===== config.mk =====
export PLATFORM = sky130hd
export DESIGN_NAME = spi_flash_responder
export DESIGN_NICKNAME = d
export VERILOG_FILES = /design/src/rtl/spi_flash_responder.sv
export SDC_FILE = /design/constraint.sdc
export NUM_CORES = 1
export LEC_CHECK = 0
export BUFFER_PORTS_ARGS = -buffer_cell sky130_fd_sc_hd__buf_2
export CAP_MARGIN = 25
export CORE_UTILIZATION = 40
export DETAILED_ROUTE_END_ITERATION = 16
export PLACE_DENSITY_LB_ADDON = 0.05
export SLEW_MARGIN = 20
export SYNTH_ARGS = -nofsm -noshare
export SYNTH_HDL_FRONTEND = slang
export SYNTH_SLANG_ARGS = --single-unit

===== constraint.sdc =====
create_clock -name io_mainClk -period 3.5 [get_ports io_mainClk]
set_input_delay 0.525 -clock io_mainClk [delete_from_list [all_inputs] [get_ports io_mainClk]]
set_output_delay 0.525 -clock io_mainClk [all_outputs]
set_load 0.005 [all_outputs]

===== src/rtl/spi_flash_responder.sv =====
// SPI mode-0 flash target: serves READ, JEDEC ID, READ STATUS and DEVICE ID from a byte-wide memory port.
// All SPI pins are retimed into io_mainClk, so SCLK must stay at or below io_mainClk/8.
module spi_flash_responder #(
    parameter int          ADDR_WIDTH = 16,
    parameter logic [23:0] JEDEC_ID   = 24'hEF4018,
    parameter logic [7:0]  DEVICE_ID  = 8'h17
) (
    input  logic                  io_mainClk,
    input  logic                  io_asyncReset,
    input  logic                  io_spi_sclk,
    input  logic                  io_spi_cs_n,
    input  logic                  io_spi_mosi,
    output logic                  io_spi_miso,
    output logic                  io_mem_cmd_valid,
    output logic [ADDR_WIDTH-1:0] io_mem_cmd_address,
    input  logic [7:0]            io_mem_rsp_data,
    output logic                  io_selected,
    output logic [7:0]            io_lastCommand
);

    typedef enum logic [2:0] {
        S_IDLE, S_CMD, S_ADDR, S_DATA, S_ID, S_STATUS, S_DUMMY, S_IGNORE
    } state_t;

    state_t state_reg, state_next;

    logic sclk_meta_reg, sclk_sync_reg, sclk_prev_reg;
    logic cs_meta_reg, cs_sync_reg, cs_prev_reg;
    logic mosi_meta_reg, mosi_sync_reg;

    logic [2:0]            bit_cnt_reg;
    logic [7:0]            rx_reg;
    logic [7:0]            tx_reg;
    logic [7:0]            hold_reg;
    logic [ADDR_WIDTH-1:0] addr_acc_reg;
    logic [1:0]            addr_bytes_reg;
    logic [1:0]            id_idx_reg;
    logic [1:0]            dummy_cnt_reg;
    logic                  rsp_pending_reg;

    logic                  link_active;
    logic                  rise;
    logic                  fall;
    logic                  cs_fall;
    logic                  byte_done;
    logic                  mem_issue;
    logic [7:0]            rx_next;
    logic [7:0]            load_byte;
    logic [ADDR_WIDTH-1:0] addr_acc_next;

    // cs_n high masks every sclk edge, so a simultaneous cs rise always wins.
    assign link_active   = ~cs_sync_reg && (state_reg != S_IDLE);
    assign rise          = sclk_sync_reg & ~sclk_prev_reg & link_active;
    assign fall          = ~sclk_sync_reg & sclk_prev_reg & link_active;
    assign cs_fall       = cs_prev_reg & ~cs_sync_reg;
    assign byte_done     = rise && (bit_cnt_reg == 3'd7);
    assign rx_next       = {rx_reg[6:0], mosi_sync_reg};
    assign addr_acc_next = {addr_acc_reg[ADDR_WIDTH-2:0], mosi_sync_reg};

    always_ff @(posedge io_mainClk or posedge io_asyncReset) begin
        if (io_asyncReset) begin
            state_reg <= S_IDLE;
        end else begin
            state_reg <= state_next;
        end
    end

    always_comb begin
        state_next = state_reg;
        mem_issue  = 1'b0;
        if (state_reg != S_IDLE && cs_sync_reg) begin
            state_next = S_IDLE;
        end else begin
            case (state_reg)
                S_IDLE: begin
                    if (cs_fall) state_next = S_CMD;
                end
                S_CMD: begin
                    if (byte_done) begin
                        case (rx_next)
                            8'h03:   state_next = S_ADDR;
                            8'h9F:   state_next = S_ID;
                            8'h05:   state_next = S_STATUS;
                            8'hAB:   state_next = S_DUMMY;
                            default: state_next = S_IGNORE;
                        endcase
                    end
                end
                S_ADDR: begin
                    if (byte_done && addr_bytes_reg == 2'd2) begin
                        state_next = S_DATA;
                        mem_issue  = 1'b1;
                    end
                end
                S_DATA: begin
                    // Prefetch the next byte as soon as the current one has been clocked out.
                    if (byte_done) mem_issue = 1'b1;
                end
                default: ;
            endcase
        end
    end

    // Byte presented at the first fall after a byte boundary; zero means "no output byte".
    always_comb begin
        load_byte = 8'h00;
        case (state_reg)
            S_DATA: load_byte = hold_reg;
            S_ID: begin
                case (id_idx_reg)
                    2'd0:    load_byte = JEDEC_ID[23:16];
                    2'd1:    load_byte = JEDEC_ID[15:8];
                    2'd2:    load_byte = JEDEC_ID[7:0];
                    default: load_byte = 8'h00;
                endcase
            end
            S_DUMMY: begin
                if (dummy_cnt_reg == 2'd0) load_byte = DEVICE_ID;
            end
            default: ;
        endcase
    end

    always_ff @(posedge io_mainClk or posedge io_asyncReset) begin
        if (io_asyncReset) begin
            sclk_meta_reg      <= 1'b0;
            sclk_sync_reg      <= 1'b0;
            sclk_prev_reg      <= 1'b0;
            cs_meta_reg        <= 1'b0;
            cs_sync_reg        <= 1'b0;
            cs_prev_reg        <= 1'b0;
            mosi_meta_reg      <= 1'b0;
            mosi_sync_reg      <= 1'b0;
            bit_cnt_reg        <= 3'd0;
            rx_reg             <= 8'h00;
            tx_reg             <= 8'h00;
            hold_reg           <= 8'h00;
            addr_acc_reg       <= '0;
            addr_bytes_reg     <= 2'd0;
            id_idx_reg         <= 2'd0;
            dummy_cnt_reg      <= 2'd0;
            rsp_pending_reg    <= 1'b0;
            io_spi_miso        <= 1'b0;
            io_mem_cmd_valid   <= 1'b0;
            io_mem_cmd_address <= '0;
            io_selected        <= 1'b0;
            io_lastCommand     <= 8'h00;
        end else begin
            sclk_meta_reg <= io_spi_sclk;
            sclk_sync_reg <= sclk_meta_reg;
            sclk_prev_reg <= sclk_sync_reg;
            // cs synchronizer clears to "selected" so a cs_n held low through reset never looks like a fresh fall.
            cs_meta_reg   <= io_spi_cs_n;
            cs_sync_reg   <= cs_meta_reg;
            cs_prev_reg   <= cs_sync_reg;
            mosi_meta_reg <= io_spi_mosi;
            mosi_sync_reg <= mosi_meta_reg;
            io_selected   <= ~cs_sync_reg;

            if (state_reg == S_IDLE || cs_sync_reg) begin
                bit_cnt_reg      <= 3'd0;
                rx_reg           <= 8'h00;
                tx_reg           <= 8'h00;
                addr_acc_reg     <= '0;
                addr_bytes_reg   <= 2'd0;
                id_idx_reg       <= 2'd0;
                dummy_cnt_reg    <= 2'd0;
                rsp_pending_reg  <= 1'b0;
                io_spi_miso      <= 1'b0;
                io_mem_cmd_valid <= 1'b0;
            end else begin
                io_mem_cmd_valid <= mem_issue;
                rsp_pending_reg  <= io_mem_cmd_valid;
                if (rsp_pending_reg) hold_reg <= io_mem_rsp_data;

                if (rise) begin
                    bit_cnt_reg <= bit_cnt_reg + 3'd1;
                    rx_reg      <= rx_next;
                    if (state_reg == S_ADDR) begin
                        addr_acc_reg <= addr_acc_next;
                        if (byte_done) addr_bytes_reg <= addr_bytes_reg + 2'd1;
                    end
                    if (byte_done && state_reg == S_CMD) begin
                        io_lastCommand <= rx_next;
                        dummy_cnt_reg  <= 2'd3;
                        id_idx_reg     <= 2'd0;
                    end
                    if (byte_done && state_reg == S_DUMMY && dummy_cnt_reg != 2'd0) begin
                        dummy_cnt_reg <= dummy_cnt_reg - 2'd1;
                    end
                end

                if (mem_issue) begin
                    io_mem_cmd_address <= (state_reg == S_ADDR) ? addr_acc_next
                                                                : io_mem_cmd_address + ADDR_WIDTH'(1);
                end

                if (fall) begin
                    if (bit_cnt_reg == 3'd0) begin
                        io_spi_miso <= load_byte[7];
                        tx_reg      <= {load_byte[6:0], 1'b0};
                        if (state_reg == S_ID && id_idx_reg != 2'd3) id_idx_reg <= id_idx_reg + 2'd1;
                    end else begin
                        io_spi_miso <= tx_reg[7];
                        tx_reg      <= {tx_reg[6:0], 1'b0};
                    end
                end
            end
        end
    end

endmodule


# --- Word-level counts from Yosys, hierarchy flattened ---
# Index checks and enable logic that the tools add are counted.
op_classes:
  n_eq_ne: 17
  reduce_logical: 28
  bitwise: 9
  n_mux: 43
  addsub: 5
op_table:
  columns: ["operator", "n"]
  rows:
  - ["$pmux 8 s3", 2]
  - ["$mux 15", 3]
  - ["$mux 2", 14]
  - ["$mux 8", 3]
  - ["$mux 3", 6]
  - ["$add 16x1->16 const B", 1]
  - ["$eq 8x8->1 const B", 2]
  - ["$mux 16", 1]
  - ["$mux 7", 2]
  - ["$pmux 3 s4", 1]
  - ["$reduce_bool 2->1", 5]
  - ["$eq 3x3->1 const B", 3]
  - ["$ne 3x3->1 const B", 3]
  - ["$pmux 3 s3", 1]
  - ["$eq 8x2->1 const B", 1]
  - ["$eq 8x3->1 const B", 1]
  - ["$logic_and 1x1->1", 8]
  - ["$mux 1", 8]
  - ["$reduce_and 2->1", 4]
  - ["$eq 3x2->1 const B", 2]
  - ["$logic_not 3->1", 2]
  - ["$reduce_and 3->1", 2]
  - ["$reduce_bool 3->1", 2]
  - ["$and 1x1->1", 5]
  - ["other kinds (14)", 20]
word_totals:
  in_bits: 13
  register_bits: 86
  out_inout_bits: 27

# --- Logic depth before layout (Yosys ltp) ---
logic_depth:
  ltp_word: 11
  ltp_mapped: 8
  ltp_nobuf: 7

# --- Worst setup path after synthesis ---
# OpenSTA, ideal clock, no wires.
synth_timing:
  kind: "register -> register"
  from: "register bit_cnt_reg[0]"
  to: "register state_reg[2]"
  stages_incl_launch_ff: 7
  period_less_slack_ps: 1719
  setup_time_ps: 128
  slack_ps: 1781
  required_time_ps: 3372
  n_path_buf: 0
  arrival_time_ps: 1591
  cell_sequence: "dfrtp_1 -> ha_1 -> ha_1 -> and4bb_4 -> a21oi_1 -> nor3_2 -> mux2_1"
synth_between:
  elab_chain_len: 5
synth_lines:
  columns: ["item", "line", "text"]
  rows:
  - ["start: declaration", "31", "logic [2:0] bit_cnt_reg;"]
  - ["start signal: assignment", "177", "bit_cnt_reg <= bit_cnt_reg + 3'd1;"]
  - ["$eq 3x3->1 (*)", "56", "assign byte_done = rise && (bit_cnt_reg == 3'd7);"]
  - ["$logic_and 1x1->1 (*)", "56", null]
  - ["$logic_and 1x1->1", "90", "if (byte_done && addr_bytes_reg == 2'd2) begin"]
  - ["$ne 3x3->1 (no source line)", null, null]
  - ["$reduce_and 4->1 (no source line) (*)", null, null]
  - ["end signal: assignment", "64", "state_reg <= state_next;"]
  - ["end: declaration", "25", "state_t state_reg, state_next;"]
# Mark *: on every way between the ends. The rest lies on a longest branch, timed or not.
# A chain may end at the register's enable or synchronous reset.

# --- Worst setup path in the final report ---
layout_timing:
  from: "register state_reg[1]"
  to: "register addr_acc_reg[7]"
layout_between:
  elab_chain_len: 5
layout_lines:
  columns: ["item", "line", "text"]
  rows:
  - ["$reduce_bool 3->1", "52", "assign link_active = ~cs_sync_reg && (state_reg != S_IDLE);"]
  - ["$logic_and 1x1->1", "52", null]
  - ["$and 1x1->1", "53", "assign rise = sclk_sync_reg & ~sclk_prev_reg & link_active;"]
  - ["$reduce_bool 2->1 (no source line)", null, null]
  - ["$reduce_and 2->1 (no source line)", null, null]
  - ["end signal: assignment", "180", "addr_acc_reg <= addr_acc_next;"]
  - ["end: declaration", "35", "logic [ADDR_WIDTH-1:0] addr_acc_reg;"]
# Several ways; a longest one is shown, not always the timed one.

==> impl_metrics.py <==
metrics = {
    "status": {
        "status": "completed",
    },
    "min_path": {
        "hold_path_class": "in2async",
    },
    "sta": {
        "hold_viol": 0,
        "slew_headroom_pct": 50.9,
        "fin_crit_ps": 2170,
        "period_share_pct": 61.9,
        "rsz0062_at_grt": "no",
        "fin_tns_setup_ps": 0,
        "clock.fmax_mhz": 462,
        "setup_viol": 0,
        "clock_skew_ps": 9.41,
        "holdWs_ps": 116,
        "tightest_slew_ps": 734,
        "maxSlewViolCount": 0,
    },
    "power": {
        "total_power_mw": 2.11,
        "powerDensity_mw_per_mm2": 451,
        "vdd_drop_max_v": 0.000221,
        "seqPwrFrac_pct": 50.9,
        "netSwitchingFraction_pct": 31.7,
        "netSwitchingPower_uw": 669,
        "pwr-share-clk_pct": 30.7,
        "p_int_mw": 1.44,
        "leakagePower_nw": 2.10,
        "power_frac_comb_pct": 18.5,
    },
    "drt": {
        "dr_total_vias": 3202,
        "final_antenna_net_count": 0,
        "drc": 0,
        "drtPass1Iterations": 4,
        "drt_wl_total_um": 9290,
        "wire_per_inst_um": 15.7,
        "drt_iter0_markers": 105,
        "via_per_inst": 5.42,
    },
    "cts": {
        "cts_setup_buffers": 0,
        "postCtsHoldBufs": 0,
        "clk_pin_slew_ps": 90,
        "clk_latency_ps": 360,
        "clock-sinks": 85,
        "root_buffer": "clkbuf_8",
        "cts_max_level": 3,
        "cts-resized-gates": 0,
        "cts_tree": "done",
        "cts_buffers": 9,
        "cts_buffer_depth": 2,
    },
    "logic_synthesis": {
        "yosys.area.top_type": "dfrtp_1",
        "synth-seq-cells": 85,
        "syn-num-nets": 445,
        "yosys_warnings": 0,
        "ys.flop_type": "dfrtp_1",
        "synth_cells": 421,
        "synth_edf_count": 0,
        "ys_seq_area_share_pct": 50.0,
        "async_reset_ff_share_pct": 100,
        "yosysTopAreaCellShare_pct": 50.0,
        "netlist_area_mm2": 0.00425,
        "avgSynthCellArea_um2": 10.1,
        "synth_area_leaders": "dfrtp_1, a21oi_1, nand2_1, ha_1, mux2_4",
        "synth_cell_types": 58,
    },
    "grt": {
        "antenna_found_initial": 0,
        "grt_pass1_wl_um": 15600,
        "grt_usage_pct": 18.1,
        "overflow": 0,
        "grt_max_degree": 34,
        "grt_pass1_vias": 3085,
    },
    "layout": {
        "final_area_mm2": 0.00468,
        "num-fill-cells": 997,
        "nets": 474,
        "drive_above_1_share_pct": 20.4,
        "area_growth_pct": 10.1,
        "postLayoutCoreUtil_pct": 45.3,
        "largest_register_ffs": 16,
        "n_antenna_cell": 0,
    },
    "setup_path": {
        "path_class": "reg2reg",
        "critPathLaunchType": "register",
        "required_ps": 3740,
        "arrival_ps": 2410,
        "worst_r2r_path_depth": 4,
        "critPathCaptureType": "register",
        "rrSetupSlack_ps": 1330,
        "path_max_fanout": 20,
    },
    "die": {
        "die_height_um": 105,
        "die-area_mm2": 0.0110,
        "ios": 40,
        "rows": 37,
        "initial_core_util_pct": 41.2,
        "die_x_um": 105,
        "core-area_mm2": 0.0103,
    },
    "placed_design": {
        "gp_congestion": 0.752,
        "port-buffer-count": 39,
        "dp_hpwl_um": 6470,
        "placed_cell_area_mm2": 0.00450,
    },
    "flow_run": {
        "maxCapViolCount": 0,
    },
}
[final cells by class]
cell class                      instances  area (um2)  area share, %
Timing Repair Buffer                   45         240           5.13
Clock buffer                           12         155           3.31
Clock inverter                          4        22.5          0.481
Multi-Input combinational cell        298        1920           41.1
Sequential cell                        85        2130           45.4
Tap cell                              136         170           3.64
Inverter                               11        42.5          0.909
[path summary, 6_finish.rpt]
path / end / from
min in group io_mainClk: mosi_meta_reg / io_spi_mosi
worst max-delay path: addr_acc_reg[7] / state_reg[1]
max in group asynchronous: addr_acc_reg[8] / io_asyncReset
worst min-delay path: addr_acc_reg[0] / io_asyncReset
worst min register to register: mosi_sync_reg / mosi_meta_reg
worst max register to register: addr_acc_reg[7] / state_reg[1]
[metal layers]
layer / routed length, um / part of all wire, % / track usage [%] / up-vias
li1: - / - / - / 1563
met1: 4600 / 50 / 25.3 / 1575
met2: 4260 / 46 / 27.5 / 58
met3: 358 / 3.9 / 4.99 / 6
met4: 69 / 0.74 / 4.83 / 0
met5: 0 / 0 / 0 / -
[power groups by stage]
stage / clock (mW) / combinational, mW / sequential [mW]
6_report: 0.647 / 0.390 / 1.07
5_1_grt: 0.706 / 0.434 / 1.08
4_1_cts: 0.670 / 0.393 / 1.07
3_5_place_dp: 0 / 0.392 / 1.09
3_3_place_gp: 0 / 0.394 / 1.09
2_1_floorplan: 0 / 0.368 / 1.05
[critical path, cell delays in order, from the launching register on]
cell     delay (ps)
dfrtp_1         580
or3_4           470
nand2_1         560
buf_4           370
a21oi_1          70
[cells in the final DEF (no fill, tap or decap), types with 5 or more instances in the layout]
cell type / synthesis / routed
buf_4: 3 / 6
nor2_1: 13 / 13
clkbuf_8: 0 / 11
o22ai_1: 15 / 15
inv_1: 10 / 9
nor3_1: 5 / 5
a22oi_1: 7 / 7
dfrtp_1: 85 / 85
mux2_4: 8 / 8
a21oi_1: 59 / 59
ha_1: 11 / 11
a2bb2oi_1: 7 / 7
o21ai_0: 7 / 7
nand2_1: 73 / 73
nand3_1: 11 / 11
mux2_2: 9 / 9
and3_1: 7 / 7
mux2i_1: 5 / 5
buf_2: 9 / 39
[cells in the mapped netlist, types with 5 or more instances]
cell / n
clkbuf_1: 10
inv_1: 10
nor3_1: 5
mux2_4: 8
o21ai_0: 7
ha_1: 11
nor2_1: 13
mux2_2: 9
nand3_1: 11
nand2_1: 73
buf_2: 9
a22oi_1: 7
a21oi_1: 59
and3_1: 7
mux2i_1: 5
dfrtp_1: 85
o22ai_1: 15
buf_6: 5
a2bb2oi_1: 7
[logic make-up (layout without fill, tap and decap cells)]
logic type / Yosys count / in the layout / share of synthesized area, %
compound gates: 112 / 112 / 16.0
xor+xnor: 1 / 1 / 0.206
flops: 85 / 85 / 50.0
mux: 23 / 23 / 6.65
fa+ha+maj: 11 / 11 / 3.24
simple gates: 151 / 151 / 19.2
buf+inv: 38 / 72 / 4.77
[stage by stage]
stage	setup WS, ps	cells
finish	1330	591
global route	1200	591
CTS	1320	591
detailed placement	1320	575
global placement	1370	575
floorplan	782	421
Power figures use the tool's default switching activity.
